`src/rtl/uart_pkg.sv`:
```
// Shared definitions for the UART-to-ALU command interface: opcodes, FSM encoding
// and default widths.
package uart_pkg;

    localparam int unsigned NB_DATA_DEF = 8;
    localparam int unsigned NB_OP_DEF   = 6;

    localparam logic [5:0] OpAdd = 6'h20;
    localparam logic [5:0] OpSub = 6'h22;
    localparam logic [5:0] OpAnd = 6'h24;
    localparam logic [5:0] OpOr  = 6'h25;
    localparam logic [5:0] OpXor = 6'h26;
    localparam logic [5:0] OpNor = 6'h27;
    localparam logic [5:0] OpSra = 6'h03;
    localparam logic [5:0] OpSrl = 6'h02;

    typedef enum logic [2:0] {
        StIdle   = 3'd0,
        StWaitB  = 3'd1,
        StWaitOp = 3'd2,
        StExec   = 3'd3,
        StSend   = 3'd4,
        StWaitTx = 3'd5
    } state_e;

    function automatic logic is_valid_op(input logic [5:0] op);
        case (op)
            OpAdd, OpSub, OpAnd, OpOr, OpXor, OpNor, OpSra, OpSrl: is_valid_op = 1'b1;
            default:                                               is_valid_op = 1'b0;
        endcase
    endfunction

endpackage

```
`src/rtl/intf_timer.sv`:
```
// Inter-byte timeout counter: counts enabled cycles, flags expiry at CLK_TIMEOUT-1.
module intf_timer #(
    parameter int unsigned CLK_TIMEOUT = 1000000,
    localparam int unsigned NB_CNT     = $clog2(CLK_TIMEOUT)
) (
    input  logic clk,
    input  logic i_rst_n,
    input  logic i_clear,
    input  logic i_enable,
    output logic o_expired
);

    localparam logic [NB_CNT-1:0] Limit = NB_CNT'(CLK_TIMEOUT - 1);

    logic [NB_CNT-1:0] count_q;

    always_ff @(posedge clk or negedge i_rst_n) begin
        if (!i_rst_n) begin
            count_q <= '0;
        end else if (i_clear) begin
            count_q <= '0;
        end else if (i_enable) begin
            count_q <= count_q + NB_CNT'(1);
        end
    end

    // The owner leaves the counting states on expiry, so the counter never wraps.
    assign o_expired = i_enable && !i_clear && (count_q == Limit);

endmodule

```
`src/rtl/uart_alu_intf.sv`:
```
// Assembles operand A, operand B and opcode bytes from uart_rx into an ALU command
// and launches one uart_tx transmission of the result per command.
module uart_alu_intf
    import uart_pkg::*;
#(
    parameter int unsigned NB_DATA     = NB_DATA_DEF,
    parameter int unsigned NB_OP       = NB_OP_DEF,
    parameter int unsigned CLK_TIMEOUT = 1000000
) (
    input  logic               clk,
    input  logic               i_rst_n,
    input  logic [NB_DATA-1:0] i_rx_data,
    input  logic               i_rx_done,
    input  logic [NB_DATA-1:0] i_alu_result,
    input  logic               i_tx_done,
    output logic [NB_DATA-1:0] o_alu_a,
    output logic [NB_DATA-1:0] o_alu_b,
    output logic [NB_OP-1:0]   o_alu_op,
    output logic [NB_DATA-1:0] o_tx_data,
    output logic               o_tx_start,
    output logic               o_busy,
    output logic               o_err
);

    state_e             state_q, state_d;
    logic               rx_done_q;
    logic [NB_DATA-1:0] alu_a_q, alu_a_d;
    logic [NB_DATA-1:0] alu_b_q, alu_b_d;
    logic [NB_OP-1:0]   alu_op_q, alu_op_d;
    logic [NB_DATA-1:0] tx_data_q, tx_data_d;
    logic               tx_start_q;
    logic               busy_q;
    logic               err_q, err_d;

    logic             byte_event;
    logic [NB_OP-1:0] rx_op;
    logic             timer_en;
    logic             timer_clr;
    logic             timer_expired;

    // A level-held rx_done counts as a single byte.
    assign byte_event = i_rx_done && !rx_done_q;
    assign rx_op      = i_rx_data[NB_OP-1:0];
    assign timer_en   = (state_q == StWaitB) || (state_q == StWaitOp);
    assign timer_clr  = byte_event || !timer_en;

    intf_timer #(
        .CLK_TIMEOUT(CLK_TIMEOUT)
    ) u_timer (
        .clk      (clk),
        .i_rst_n  (i_rst_n),
        .i_clear  (timer_clr),
        .i_enable (timer_en),
        .o_expired(timer_expired)
    );

    always_comb begin
        state_d   = state_q;
        alu_a_d   = alu_a_q;
        alu_b_d   = alu_b_q;
        alu_op_d  = alu_op_q;
        tx_data_d = tx_data_q;
        err_d     = 1'b0;
        unique case (state_q)
            StIdle: begin
                if (byte_event) begin
                    alu_a_d = i_rx_data;
                    state_d = StWaitB;
                end
            end
            StWaitB: begin
                if (byte_event) begin
                    alu_b_d = i_rx_data;
                    state_d = StWaitOp;
                end else if (timer_expired) begin
                    err_d   = 1'b1;
                    state_d = StIdle;
                end
            end
            StWaitOp: begin
                if (byte_event) begin
                    if (is_valid_op(6'(rx_op))) begin
                        alu_op_d = rx_op;
                        state_d  = StExec;
                    end else begin
                        err_d   = 1'b1;
                        state_d = StIdle;
                    end
                end else if (timer_expired) begin
                    err_d   = 1'b1;
                    state_d = StIdle;
                end
            end
            StExec: begin
                tx_data_d = i_alu_result;
                err_d     = byte_event;
                state_d   = StSend;
            end
            StSend: begin
                err_d   = byte_event;
                state_d = StWaitTx;
            end
            StWaitTx: begin
                err_d = byte_event;
                if (i_tx_done) begin
                    state_d = StIdle;
                end
            end
            default: state_d = StIdle;
        endcase
    end

    always_ff @(posedge clk or negedge i_rst_n) begin
        if (!i_rst_n) begin
            state_q    <= StIdle;
            rx_done_q  <= 1'b0;
            alu_a_q    <= '0;
            alu_b_q    <= '0;
            alu_op_q   <= '0;
            tx_data_q  <= '0;
            tx_start_q <= 1'b0;
            busy_q     <= 1'b0;
            err_q      <= 1'b0;
        end else begin
            state_q    <= state_d;
            rx_done_q  <= i_rx_done;
            alu_a_q    <= alu_a_d;
            alu_b_q    <= alu_b_d;
            alu_op_q   <= alu_op_d;
            tx_data_q  <= tx_data_d;
            tx_start_q <= (state_d == StSend);
            busy_q     <= (state_d != StIdle);
            err_q      <= err_d;
        end
    end

    assign o_alu_a    = alu_a_q;
    assign o_alu_b    = alu_b_q;
    assign o_alu_op   = alu_op_q;
    assign o_tx_data  = tx_data_q;
    assign o_tx_start = tx_start_q;
    assign o_busy     = busy_q;
    assign o_err      = err_q;

endmodule
```
`config.mk`:
```
export PLATFORM = sky130hd
export DESIGN_NAME = uart_alu_intf
export DESIGN_NICKNAME = d
export VERILOG_FILES = /design/src/rtl/uart_pkg.sv /design/src/rtl/intf_timer.sv /design/src/rtl/uart_alu_intf.sv
export SDC_FILE = /design/constraint.sdc
export NUM_CORES = 1
export LEC_CHECK = 0
export ABC_CLOCK_PERIOD_IN_PS = 2510
export CAP_MARGIN = 10
export CORE_MARGIN = 2
export CORE_UTILIZATION = 50
export CTS_CLUSTER_SIZE = 40
export DETAILED_ROUTE_END_ITERATION = 8
export GPL_TIMING_DRIVEN = 0
export PLACE_DENSITY = 0.75
export SYNTH_ARGS = -nofsm -noshare
export SYNTH_HDL_FRONTEND = slang
export SYNTH_SLANG_ARGS = --single-unit
```
`constraint.sdc`:
```
create_clock -name clk -period 2.51 [get_ports clk]
set_input_delay 0.502 -clock clk [delete_from_list [all_inputs] [get_ports clk]]
set_output_delay 0.502 -clock clk [all_outputs]
set_load 0.01 [all_outputs]
```
======== Yosys cells after proc, flatten, opt, wreduce, memory -nomap -nowiden ========
Cells that the tools add are included.
cells by class
  reductions and logical operators ........ 16
  $lt $le $gt $ge ......................... 0
  equality and inequality tests ........... 15
  multiplexer cells ....................... 17
  multipliers ............................. 0
  shift operators ......................... 0
  $add $sub $neg .......................... 1
  bitwise operators ....................... 0
  div/mod/pow operators ................... 0
operators by type and width
  operator                                             number
  two-way mux 20 bit                                   2
  equality test 6 bit, second input constant           6
  adder 20 x 1 -> 20 bit, second input constant        1
  equality test 20 bit, second input constant          1
  one-hot mux 3 bit (6 select lines)                   1
  two-way mux 3 bit                                    5
  equality test 6 x 2 -> 1 bit, second input constant  2
  equality test 3 bit, second input constant           3
  OR reduction 8 bit                                   1
  two-way mux 1 bit                                    7
  equality test 3 x 2 -> 1 bit, second input constant  2
  AND reduction 2 bit                                  2
  equality test 3 x 1 -> 1 bit, second input constant  1
  logical AND 1 bit                                    3
  zero test 1 bit                                      3
  zero test 3 bit                                      1
  one-hot mux 1 bit (3 select lines)                   1
  AND reduction 3 bit                                  1
  nonzero test 3 bit                                   1
  OR reduction 3 bit                                   1
  logical OR 1 bit                                     2
  two-way mux 2 bit                                    1
  nonzero test 2 bit                                   1
word-level totals
  bits in registers ....................... 57
  output and inout bits ................... 33
  memory bits (read-only) ................. 0
  RAM bits ................................ 0
  bits in latches ......................... 0
  logic and storage cells ................. 59
  input bits .............................. 20
  memories ................................ 0

======== Logic depth before layout (Yosys ltp) ========
  depth after elaboration ................. 11
  depth in mapped cells ................... 6
  gate-level depth less buffers ........... 5

======== Modules after synthesis ========
From an unflattened synthesis, not the netlist that was laid out.
unflattened totals
  cells, all modules ...................... 216
  area, all modules ....................... 2,585.0 um^2
modules (own cells, without submodules)
  module         instances  area an instance (um^2)  sequential area each (um^2)  cells each
  uart_alu_intf  1          1,542.7                  925.9                        109
  intf_timer     1          1,042.2                  500.5                        107

======== Worst setup path after synthesis ========
No wires, ideal clock.
  path kind ............................... reg-to-reg
  start ................................... register u_timer.count_q[0]
  end ..................................... register u_timer.count_q[18]
  library setup time ...................... 0.078 ns
  cell stages (with the launch flop) ...... 7
  buffers on the path ..................... 1
  arrival time ............................ 1.773 ns
  clock period less this slack ............ 1.851 ns
  required time ........................... 2.432 ns
  path slack .............................. 0.659 ns
  cell sequence ........................... dfrtp_1 ha_1 nand3_1 or4_1 clkbuf_1 or3_1 a21oi_1
on the way
  cells in the longest elaborated chain, start to end .. 3
ends and longest elaborated chain
  item                    RTL line          RTL
  from (decl)             intf_timer.sv:15  logic [NB_CNT-1:0] count_q;
  from (signal assigned)  intf_timer.sv:23  count_q <= count_q + NB_CNT'(1);
  adder 20 x 1 -> 20 bit  intf_timer.sv:23
  two-way mux 20 bit      intf_timer.sv:22  end else if (i_enable) begin
  two-way mux 20 bit      intf_timer.sv:20  end else if (i_clear) begin
No other way between the ends. The select of a mux whose other input is x is not followed.
A chain may end at the register's enable or synchronous reset.

======== Worst setup path in the final report ========
  start ................................... input port i_rx_done
  end ..................................... register u_timer.count_q[11]
on the way
  cells in the longest elaborated chain, start to end .. 3
  elaborated cells between the ends (all ways) .. 4
  classes of those cells .................. mux (1); reduce/logical (3)
ends and longest elaborated chain
  item                                                             RTL line             RTL
  from (decl)                                                      uart_alu_intf.sv:13  input logic i_rx_done,
  logical AND 1 bit (*)                                            uart_alu_intf.sv:42  assign byte_event = i_rx_done && !rx_done_q;
  logical OR 1 bit (*)                                             uart_alu_intf.sv:45  assign timer_clr = byte_event || !timer_en;
  two-way mux 20 bit / nonzero test 2 bit (equally long branches)  --
Mark *: on every way between the ends. The rest lies on a longest branch, timed or not.

==> flow_summary.json <==
{
  "die-height_um": 74.7,
  "finalMaxSlewViolations": 0,
  "hold_path.class": "primary input to asynchronous set/reset pin",
  "dp_hpwl_um": 3470,
  "synth_cell_types": 36,
  "max_clock_freq_mhz": 469,
  "cellPowerDensity_mw_per_mm2": 985,
  "first_pass_iters": 4,
  "setup_slack_ps": 378,
  "floorplan.initialDensity_pct": 52.3,
  "timing.final.crit_period_ps": 2130,
  "post-cts-setup-buffers": 0,
  "overflow": 0,
  "ys_seq_elements": 57,
  "worst_pin_slew_ps": 631,
  "required_ps": 2700,
  "drc": 0,
  "cts_buffer_depth": 2,
  "fin_nets": 300,
  "grt_pass1_vias": 1825,
  "clock_skew_ps": 8.43,
  "synth-warning-count": 0,
  "die_x_um": 74.7,
  "cp_data_arrival_time_ps": 2330,
  "path_max_fanout": 10,
  "drv_cap": 0,
  "area_growth_pct": 30.8,
  "cp_slowest_cell": "clkdlybuf4s50_1",
  "r2r_cells": 6,
  "gp_congestion": 0.882,
  "num_rows": 25,
  "vias": 1840,
  "routedWlPerCell_um": 14.4,
  "die_area_sq_mm": 0.00558,
  "cts_made_buffers": 9,
  "mostFrequentLayoutCells": "dfrtp_1 (57), clkdlybuf4s50_1 (51), mux2_2 (28), nor2_1 (17), nand3_1 (11)",
  "postSynthNetCount": 236,
  "synthCells": 215,
  "slew_headroom_pct": 57.9,
  "num_io_pins": 53,
  "ant_nets": 0,
  "layout-drive-gt1-share_pct": 15.7,
  "async_flop_share_pct": 100,
  "ff2ff_setup_slack_ps": 490,
  "worstReg2RegEnd": "u_timer.count_q[18]$_DFFE_PN0P_",
  "leakage_nw": 1.34,
  "crit_type": "primary input to flop",
  "whs_ps": 191,
  "postRouteWirelength_um": 5010,
  "antenna_cells": 0,
  "ctsRootBufferMaster": "clkbuf_8",
  "grt_pass1_wl_um": 8280,
  "place.port_buffers": 52,
  "antenna_found_initial": 0,
  "first_iter_violations": 106,
  "htreeDepth": 3,
  "cts_hold_buf": 0,
  "path_clk_slew_ps": 60,
  "setup_violations": 0,
  "coreArea_sq_mm": 0.00479,
  "grt_setup_unrepaired": "no",
  "crit_path_start_kind": "primary input",
  "finalHoldViolCount": 0,
  "synth_edf_count": 0,
  "ys.flop_type": "dfrtp_1",
  "max_stage_delay_ps": 510,
  "cts_resized": 0,
  "r2r_start": "u_timer.count_q[0]$_DFFE_PN0P_",
  "seq_area_frac_synth_pct": 57.0,
  "insertion_delay_ps": 330,
  "grt_max_degree": 32,
  "status": "finished, final reports clean",
  "end_kind": "flop",
  "final_common_cell": "dfrtp_1",
  "worst_ir_drop_vdd_mv": 0.549,
  "timing.final.crit_share_pct": 85.0,
  "postSynthAreaPerCell_sq_um": 11.6,
  "cts_tree": "done",
  "path_cells": "clkdlybuf4s50_1, nor2b_1, or3_1, clkbuf_1, buf_1, nor2_1",
  "grt_util_all_layers_pct": 20.0,
  "vias_per_cell": 5.29,
  "cts.sinks": 57,
  "netlist_area_sq_mm": 0.00250,
  "dp_slack_ps": 0.365
}
==> synthesized netlist by cell type, types with 2 or more instances <==
library cell  instances  share of area (%)
nor3_1                6                1.2
o21ai_0               9                1.8
nand2b_1              4                1.0
nand2_1               7                1.1
o21a_1                2               0.60
nor2b_1               4                1.0
nand4_1               4                1.0
nor4_1                2               0.50
mux2_2               28                 13
xor2_1                3                1.1
inv_1                 6               0.90
and4_1                2               0.70
and3_1                2               0.50
and2_1                3               0.75
clkbuf_1              4               0.60
a21oi_1               9                1.8
or3_1                 8                2.0
xnor2_1               8                2.8
nand3_1              11                2.2
or4_1                 2               0.60
nor2_1               17                2.6
dfrtp_1              57                 57
buf_2                 2               0.40
nor4b_1               3                1.1
==> through the flow <==
step | std cells | power [mW] | setup TNS [ps] | utilization, % | cell area (sq um)
after floorplan | 215 | 1.92 | 0 | - | 2500
after detailed placement | 335 | 2.55 | 0 | 65.2 | 3120
after global placement | 334 | 2.53 | -47910 | 64.9 | 3110
after CTS | 348 | 3.26 | 0 | 68.3 | 3270
after global routing | 348 | 3.43 | 0 | 68.3 | 3270
final | 348 | 3.22 | 0 | 68.3 | 3270
==> final cells by class <==
type	count	area [sq um]
Clock buffer	12	145
Clock inverter	1	5.00
Timing Repair Buffer	53	536
Inverter	6	22.5
Fill cell	369	1520
Multi-Input combinational cell	145	1020
Sequential cell	57	1430
Buffer	7	28.8
Tap cell	67	83.8
==> worst max path at each step <==
stage                                         from                         endpoint  slack, ps  depth (start not counted)
global placement                           i_rst_n          o_alu_op[1]$_DFFE_PN0P_       -840                          1
global route                             i_rx_done   u_timer.count_q[0]$_DFFE_PN0P_        180                          6
CTS                                      i_rx_done  u_timer.count_q[11]$_DFFE_PN0P_        360                          6
finish                                   i_rx_done  u_timer.count_q[11]$_DFFE_PN0P_        380                          6
detailed placement                       i_rx_done   u_timer.count_q[9]$_DFFE_PN0P_        0.4                          6
floorplan           u_timer.count_q[0]$_DFFE_PN0P_  u_timer.count_q[18]$_DFFE_PN0P_        660                          6
==> registers in the layout, summed over array words and instances (netlist names) <==
signal           flops
o_alu_a              8
o_alu_b              8
o_alu_op             6
o_busy               1
o_err                1
o_tx_data            8
o_tx_start           1
rx_done_q            1
state_q              3
u_timer.count_q     20
==> cell families after synthesis <==
logic type,Yosys count,share of synthesized area [%]
AOI/OAI and AO/OA,26,6.35
buffers and inverters,13,2.05
muxes,28,12.6
DFF,57,57.0
and+or+nand+nor,79,17.6
xor gates and xnor gates,11,3.85
adders and majority gates,1,0.500
==> worst max-delay path: cells and delay by family <==
kind / cells / cell delay [ps]
buffers and inverters: 3 / 1280
and+or+nand+nor: 3 / 540
==> layer usage <==
metal | routed length [um] | GRT usage, % | up-vias
met5 | 0 | 0 | -
met4 | 53 | 8.93 | 0
met3 | 322 | 8.03 | 6
met2 | 2320 | 31.0 | 43
met1 | 2320 | 24.7 | 895
li1 | - | - | 896
==> report_power, final <==
part	internal (mW)	switching (mW)	leakage (nW)	total (mW)
Clock	0.367	0.326	0.0782	0.693
Sequential	1.18	0.150	0.735	1.33
Combinational	0.691	0.504	0.529	1.19
Total	2.24	0.979	1.34	3.22
Note: power is estimated with default switching activity, not from simulation.
